--- src/rtl/ram_tester.sv ---
// ram_tester -- built-in self test sequencer for a small synchronous RAM.
//
// Runs one test when start is sampled high while idle or done. The sequence is:
// write pat(a) = seed + a to every address, then read back and compare every
// address. Each readback takes two cycles (READ, then CMP) because the RAM
// returns Dout one clock after the address is presented. done, pass and
// fail_addr stay valid until the next accepted start or until reset.
//
// Optional feature: define RAM_TESTER_ERRCNT_EN to add the err_count output.
// In that build every word is always checked, and err_count counts the
// mismatches. Without it, the first mismatch ends the test early.
//
// Ports:
//   clk        single clock; all state changes happen on posedge
//   reset      asynchronous, active-high reset
//   start      begins a test when sampled high in IDLE or DONE
//   seed       pattern seed, captured when start is accepted
//   SEL        RAM write select (1 = write Din to addr, 0 = read addr)
//   addr       RAM address
//   Din        RAM write data; 0 whenever SEL = 0
//   Dout       RAM read data, valid one clock after a read address
//   busy       test in progress
//   done       test complete
//   pass       valid while done = 1; 1 = no mismatch found
//   fail_addr  address of the first mismatch; 0 if none
//   err_count  (RAM_TESTER_ERRCNT_EN only) number of mismatches
module ram_tester #(
    parameter int ADDR_WIDTH = 2,
    parameter int DATA_WIDTH = 4
) (
    input  logic                  clk,
    input  logic                  reset,
    input  logic                  start,
    input  logic [DATA_WIDTH-1:0] seed,
    output logic                  SEL,
    output logic [ADDR_WIDTH-1:0] addr,
    output logic [DATA_WIDTH-1:0] Din,
    input  logic [DATA_WIDTH-1:0] Dout,
    output logic                  busy,
    output logic                  done,
    output logic                  pass,
    output logic [ADDR_WIDTH-1:0] fail_addr
`ifdef RAM_TESTER_ERRCNT_EN
    ,
    output logic [ADDR_WIDTH:0]   err_count
`endif
);

    localparam logic [ADDR_WIDTH-1:0] LAST_ADDR = {ADDR_WIDTH{1'b1}};
    localparam logic [ADDR_WIDTH-1:0] ZERO_ADDR = {ADDR_WIDTH{1'b0}};
    localparam logic [DATA_WIDTH-1:0] ZERO_DATA = {DATA_WIDTH{1'b0}};

    typedef enum logic [2:0] {
        IDLE  = 3'd0,
        WRITE = 3'd1,
        READ  = 3'd2,
        CMP   = 3'd3,
        DONE  = 3'd4
    } state_t;

    state_t                  state_r;
    logic [DATA_WIDTH-1:0]   seed_r;
    logic                    mismatch_seen_r;
    logic                    mismatch_s;
    logic                    finish_s;

    // Test pattern for address a: the seed plus a, wrapping at the data width.
    function automatic logic [DATA_WIDTH-1:0] pat(input logic [DATA_WIDTH-1:0] s,
                                                  input logic [ADDR_WIDTH-1:0] a);
        pat = s + DATA_WIDTH'(a);
    endfunction

    // Readback compare and the decision to leave CMP for DONE.
    always_comb begin
        mismatch_s = (Dout != pat(seed_r, addr));
`ifdef RAM_TESTER_ERRCNT_EN
        finish_s   = (addr == LAST_ADDR);
`else
        finish_s   = mismatch_s || (addr == LAST_ADDR);
`endif
    end

    // Sequencer: one FSM that also drives every output as a register.
    always_ff @(posedge clk or posedge reset) begin
        if (reset) begin
            state_r         <= IDLE;
            seed_r          <= ZERO_DATA;
            mismatch_seen_r <= 1'b0;
            SEL             <= 1'b0;
            addr            <= ZERO_ADDR;
            Din             <= ZERO_DATA;
            busy            <= 1'b0;
            done            <= 1'b0;
            pass            <= 1'b0;
            fail_addr       <= ZERO_ADDR;
`ifdef RAM_TESTER_ERRCNT_EN
            err_count       <= {(ADDR_WIDTH+1){1'b0}};
`endif
        end else begin
            case (state_r)
                IDLE, DONE: begin
                    if (start) begin
                        // Drive the first write now so it lands on the next edge.
                        state_r         <= WRITE;
                        seed_r          <= seed;
                        mismatch_seen_r <= 1'b0;
                        SEL             <= 1'b1;
                        addr            <= ZERO_ADDR;
                        Din             <= pat(seed, ZERO_ADDR);
                        busy            <= 1'b1;
                        done            <= 1'b0;
                        pass            <= 1'b0;
                        fail_addr       <= ZERO_ADDR;
`ifdef RAM_TESTER_ERRCNT_EN
                        err_count       <= {(ADDR_WIDTH+1){1'b0}};
`endif
                    end else begin
                        state_r <= state_r;
                    end
                end
                WRITE: begin
                    if (addr == LAST_ADDR) begin
                        state_r <= READ;
                        SEL     <= 1'b0;
                        addr    <= ZERO_ADDR;
                        Din     <= ZERO_DATA;
                    end else begin
                        addr    <= addr + 1'b1;
                        Din     <= pat(seed_r, addr + 1'b1);
                    end
                end
                READ: begin
                    // Address is held one cycle so Dout reflects it in CMP.
                    state_r <= CMP;
                end
                CMP: begin
                    if (mismatch_s && !mismatch_seen_r) begin
                        fail_addr       <= addr;
                        mismatch_seen_r <= 1'b1;
                    end else begin
                        fail_addr       <= fail_addr;
                    end
`ifdef RAM_TESTER_ERRCNT_EN
                    if (mismatch_s) begin
                        err_count <= err_count + 1'b1;
                    end else begin
                        err_count <= err_count;
                    end
`endif
                    if (finish_s) begin
                        state_r <= DONE;
                        busy    <= 1'b0;
                        done    <= 1'b1;
                        pass    <= ~(mismatch_seen_r | mismatch_s);
                    end else begin
                        state_r <= READ;
                        addr    <= addr + 1'b1;
                    end
                end
                default: begin
                    state_r <= IDLE;
                    SEL     <= 1'b0;
                    addr    <= ZERO_ADDR;
                    Din     <= ZERO_DATA;
                    busy    <= 1'b0;
                    done    <= 1'b0;
                    pass    <= 1'b0;
                end
            endcase
        end
    end

endmodule

--- config.mk ---
export PLATFORM = sky130hd
export DESIGN_NAME = ram_tester
export DESIGN_NICKNAME = d
export VERILOG_FILES = /design/src/rtl/ram_tester.sv
export SDC_FILE = /design/constraint.sdc
export NUM_CORES = 1
export LEC_CHECK = 0
export CAP_MARGIN = 40
export CORE_MARGIN = 5
export CORE_UTILIZATION = 37
export DETAILED_ROUTE_END_ITERATION = 8
export HOLD_SLACK_MARGIN = 0.1
export PLACE_DENSITY = 0.56
export SETUP_SLACK_MARGIN = 0.1
export SYNTH_ARGS = -nofsm -noshare
export SYNTH_HDL_FRONTEND = slang
export SYNTH_SLANG_ARGS = --single-unit
--- constraint.sdc ---
create_clock -name clk -period 3.5 [get_ports clk]
set_input_delay 0.35 -clock clk [delete_from_list [all_inputs] [get_ports clk]]
set_output_delay 0.35 -clock clk [all_outputs]
set_load 0.02 [all_outputs]
==> Word-level counts from Yosys, hierarchy flattened <==
Cells that the tools add are included.
{ "op_classes": {"add_sub_neg": 3, "eq_ne": 11, "mux": 25, "n_bitwise": 5, "reduce_logical": 15} }
{ "op_table": {"columns": ["op", "count"], "rows": [
  ["one-hot mux 1 bit (3 select lines)", 4],
  ["one-hot mux 3 bit (4 select lines)", 1],
  ["one-hot mux 4 bit (3 select lines)", 1],
  ["AND reduction 3 bit", 4],
  ["inequality test 2 bit (second input constant)", 5],
  ["2-to-1 mux 3 bit", 3],
  ["adder 4 x 2 -> 4 bit", 2],
  ["2-to-1 mux 2 bit", 4],
  ["2-to-1 mux 4 bit", 2],
  ["one-hot mux 2 bit (4 select lines)", 1],
  ["2-to-1 mux 1 bit", 7],
  ["== test 3 x 2 -> 1 bit (second input constant)", 2],
  ["AND reduction 2 bit", 3],
  ["OR reduction 2 bit", 3],
  ["inequality test 4 bit", 1],
  ["NOT 1 bit", 4],
  ["one-hot mux 2 bit (2 select lines)", 1],
  ["== test 3 x 1 -> 1 bit (second input constant)", 1],
  ["== test 3 bit (second input constant)", 1],
  ["logical NOT 3 bit", 1],
  ["adder 2 x 1 -> 2 bit (second input constant)", 1],
  ["== test 2 bit (second input constant)", 1],
  ["one-hot mux 1 bit (2 select lines)", 1],
  ["nonzero test 2 bit", 1],
  ["other kinds (4)", 4]
]} }
{ "word_totals": {"reg_bits": 20, "inputBits": 11, "output_inout_bits": 12, "elab_cells": 69} }

==> Logic depth before layout (Yosys ltp) <==
{ "depth": {"depth_word": 6, "depth_mapped": 8, "mapped_depth_nobuf": 8} }

==> Worst setup path before layout <==
OpenSTA, ideal clock, no wires.
{ "synth_timing": {"kind": "register to register", "from": "register addr[0]", "to": "register addr[0]", "setup_ns": 0.136, "arrival_time_ns": 2.080, "t_required_ns": 3.364, "setup_slack_ns": 1.284, "stages_incl_launch_ff": 9, "n_path_buf": 0, "period_less_slack_ns": 2.216, "path_cell_list": "dfrtp_1 ha_1 inv_1 fa_1 xor3_1 nand3_1 a211o_1 a41oi_2 o31ai_1"} }
{ "synth_between": {"elab_chain_cells": 5, "word_cells_on_any_way": 10, "classes_between": "2 x add/sub; 3 x eq/ne; 3 x mux; 2 x reduce/logical"} }
{ "synth_lines": {"columns": ["element", "line_no", "rtl"], "rows": [
  ["start: declaration", "36", "output logic [ADDR_WIDTH-1:0] addr,"],
  ["start signal: assignment", "128", "addr <= addr + 1'b1;"],
  ["start signal: assignment", "157", "addr <= addr + 1'b1;"],
  ["adder 4 x 2 -> 4 bit", "70", "pat = s + DATA_WIDTH'(a);"],
  ["inequality test 4 bit", "75", "mismatch_s = (Dout != pat(seed_r, addr));"],
  ["logical OR 1 bit", "79", "finish_s = mismatch_s || (addr == LAST_ADDR);"],
  ["inequality test 2 bit (no line)", null, null],
  ["AND reduction 3 bit (no line)", null, null]
]} }
Parallel ways exist; a longest one is shown, timed or not. The select of a mux whose other input is x is not followed.
A chain may end at the register's enable or synchronous reset.

==> Worst setup path in the final report <==
{ "layout_timing": {"from": "register addr[0]", "to": "register pass"} }
{ "layout_between": {"elab_chain_cells": 6, "word_cells_on_any_way": 10, "classes_between": "1 x add/sub; 3 x eq/ne; 2 x mux; 2 x bitwise; 2 x reduce/logical"} }
{ "layout_lines": {"columns": ["element", "line_no", "rtl"], "rows": [
  ["adder 4 x 2 -> 4 bit", "70", null],
  ["inequality test 4 bit", "75", null],
  ["OR 1 bit", "154", "pass <= ~(mismatch_seen_r | mismatch_s);"],
  ["NOT 1 bit", "154", null],
  ["2-to-1 mux 1 bit", "150", "if (finish_s) begin"],
  ["one-hot mux 1 bit (3 select lines)", "100", "case (state_r)"],
  ["end signal: assignment", "154", null],
  ["end: declaration", "41", "output logic pass,"]
]} }
Parallel ways exist; a longest one is shown, timed or not. The select of a mux whose other input is x is not followed.

==> flow_metrics.py <==
metrics = {
    "outcome": {
        "outcome": "complete, no violations",
    },
    "critical_path": {
        "critPathMaxFanout": 7,
        "regToRegSetupSlack_ns": 1.20,
        "worstRegToRegCells": 8,
        "worstReg2RegEnd": "pass",
        "crit_path_start_kind": "flop",
        "rr_startpoint": "addr[0]",
        "max_stage_delay_ns": 0.48,
        "crit_path_top_delay_cell": "dfrtp_1",
        "arrival_ns": 2.52,
        "critPathLaunch": "addr[0]",
        "worst-endpoint-required_ns": 3.73,
        "crit_path_cell_trace": "ha_1 -> inv_1 -> fa_1 -> xor3_1 -> nand3_1 -> a211o_1 -> o211ai_1 -> a32oi_1",
        "worstSetupPathType": "reg -> reg",
        "crit_path_end_kind": "flop",
    },
    "global_routing": {
        "grt_max_degree": 21,
        "grt_pass1_vias": 1067,
        "grt_overflow_total": 0,
        "antenna_found_initial": 0,
        "track_usage_pct": 14.6,
        "grt_pass1_wl_mm": 5.02,
    },
    "detailed_routing": {
        "wl_per_cell_um": 14.2,
        "drtPass1Iterations": 4,
        "drc": 0,
        "drtAntennaViolNets": 0,
        "routed_via_density": 5.14,
        "vias": 1018,
        "drtIter0Drc": 73,
        "drt-total-wl_mm": 2.82,
    },
    "cts": {
        "post-cts-setup-buffer-count": 0,
        "clkSinkCount": 20,
        "cts_tree": "built",
        "holdBufCountCts": 0,
        "cts_resized": 0,
        "worstSkewPairLatency_ns": 0.31,
        "cts_buffers": 3,
        "clk_path_buf_depth": 2,
        "clkTransAtPathRegs_ns": 0.12,
        "htreeDepth": 1,
        "cts_root_buffer": "clkbuf_4",
    },
    "finish": {
        "area_delta_synth_final_pct": 23.7,
        "fin_util_pct": 46.4,
        "drive_above_1_share_pct": 7.24,
        "fin_cells": 198,
        "design_area_um2": 1520,
        "num_antenna_cells": 0,
        "nets": 171,
        "nFillCells": 336,
    },
    "yosys": {
        "async_flop_share_pct": 100,
        "ys_seq_area_share_pct": 40.6,
        "yosysWarnings": 0,
        "synthesis.nets": 150,
        "synth-xor-area-share_pct": 5.48,
        "synth_seq_cells": 20,
        "synth_top_family_by_area": "compound AO/OA/AOI/OAI gates",
        "synth_compound_area_share_pct": 19.6,
        "muxShareOfSynthArea_pct": 6.90,
        "postSynthAreaPerCell_um2": 9.34,
        "synth-simple-area-share_pct": 13.3,
        "ys_types": 35,
        "syn-cell-area_um2": 1230,
        "synth-edff-count": 0,
        "synth_fa_ha_area_share_pct": 8.32,
        "ys.flop_type": "dfrtp_1",
        "syn_inst": 132,
    },
    "floorplanning": {
        "dieArea_um2": 4590,
        "initial_utilization_pct": 37.5,
        "die_y_um": 67.7,
        "dieWidth_um": 67.7,
        "ios": 23,
        "core-area_um2": 3280,
        "row_count": 21,
    },
    "pwr": {
        "pwr-share-seq_pct": 31.3,
        "clock_power_share_pct": 9.1,
        "power_mw": 1.51,
        "power_switching_mw": 0.681,
        "powerDensity_nw_per_um2": 992,
        "p_leak_nw": 0.669,
        "switching_share_pct": 45.1,
        "irDropWorstVdd_mv": 0.383,
        "p_int_mw": 0.831,
        "p_comb_share_pct": 59.6,
    },
    "place": {
        "dp_slack_ns": 1.22,
        "gp_congestion": 0.828,
        "hpwl_mm": 2.16,
        "portBuffers": 22,
        "dp.cells": 194,
        "place_area_um2": 1490,
    },
    "hold_path": {
        "min_path_type": "in -> async",
    },
    "timing": {
        "fin_crit_sh_pct": 65.6,
        "min_period_ns": 2.30,
        "finalWorstSetupSlack_ns": 1.20,
        "rsz0062_at_grt": "false",
        "relSlewSlack_pct": 48.0,
        "worst_slew_pin_slew_ns": 0.780,
        "setup_tns_ns": 0,
        "drv_slew": 0,
        "hold_viol": 0,
        "skew_ns": 0.00557,
        "max_freq_mhz": 436,
        "holdWs_ns": 0.469,
        "setup_viol": 0,
    },
    "run": {
        "maxCapViolations": 0,
    },
}
-- cell usage after synthesis (3+ instances only) --
| master | count | area [um^2] |
|---|---|---|
| xnor2_1 | 3 | 26.3 |
| nand3_1 | 5 | 25.0 |
| nor2_1 | 5 | 18.8 |
| inv_1 | 13 | 48.8 |
| o21ai_0 | 9 | 45.0 |
| dfrtp_1 | 20 | 500 |
| clkbuf_1 | 5 | 18.8 |
| ha_1 | 5 | 62.6 |
| a21oi_1 | 10 | 50.1 |
| mux2i_1 | 4 | 40.0 |
| nand2_1 | 16 | 60.1 |
| nor3_1 | 3 | 15.0 |
| nor2b_1 | 3 | 18.8 |
| mux2_2 | 4 | 45.0 |
-- sequential cells by signal, indices dropped and copies added, names as in the netlist, 2 cells and up --
name,cells
fail_addr,2
Din,4
state_r,3
seed_r,4
addr,2
-- cell usage in the layout, fill, tap and decap left out, types with 3 or more instances in the layout --
| master | netlist | final |
|---|---|---|
| a21oi_1 | 10 | 10 |
| mux2_2 | 4 | 4 |
| mux2i_1 | 4 | 4 |
| dfrtp_1 | 20 | 20 |
| clkbuf_4 | 0 | 3 |
| nand3_1 | 5 | 5 |
| xnor2_1 | 3 | 3 |
| clkdlybuf4s50_1 | 0 | 22 |
| nor3_1 | 3 | 3 |
| nor2_1 | 5 | 5 |
| ha_1 | 5 | 5 |
| o21ai_0 | 9 | 9 |
| nand2_1 | 16 | 16 |
| inv_1 | 13 | 13 |
| nor2b_1 | 3 | 3 |
-- worst max-delay path by stage --
stage                         endpoint  slack, ns
after floorplan                addr[0]       1.28
after global placement         addr[0]       1.30
after detailed placement  fail_addr[1]       1.22
after CTS                 fail_addr[1]       1.19
after global routing              busy        1.0
final                             pass       1.20
-- power by group through the flow --
stage | Clock (mW) | Sequential [mW] | Combinational, mW
after global routing | 0.151 | 0.497 | 1.02
after detailed placement | 0 | 0.479 | 0.905
after floorplan | 0 | 0.479 | 0.625
final | 0.137 | 0.473 | 0.901
after CTS | 0.142 | 0.475 | 0.912
after global placement | 0 | 0.479 | 0.910
-- worst max-delay path, delay by kind of cell, from the launching register on --
kind | cells | cell delay, ns
compound gates | 3 | 0.61
simple gates | 1 | 0.12
flops | 1 | 0.48
xor+xnor | 1 | 0.37
buf+inv | 1 | 0.05
fa+ha+maj | 2 | 0.59
-- cell families (layout without fill, tap and decap cells) --
family | count (synthesis) | count (layout)
compound gates | 36 | 36
xor+xnor | 6 | 6
fa+ha+maj | 7 | 7
buf+inv | 19 | 39
flops | 20 | 20
mux | 8 | 8
simple gates | 36 | 36
-- layer usage --
metal | global-route usage (%) | vias up | routed length, um
met5 | 0 | - | 0
met4 | 3.04 | 0 | 17
met3 | 4.66 | 2 | 138
met2 | 23.0 | 27 | 1310
met1 | 19.7 | 487 | 1360
li1 | - | 502 | -
-- area by class of cell --
type,instances,area [um^2],area share [%]
inverters,13,48.8,3.20
repair buffers,22,220,14.4
well taps,46,57.6,3.78
clock buffers,4,36.3,2.38
multi-input cells,93,661,43.3
flip-flops and latches,20,500,32.8
Note: power is estimated with default switching activity, not from simulation.
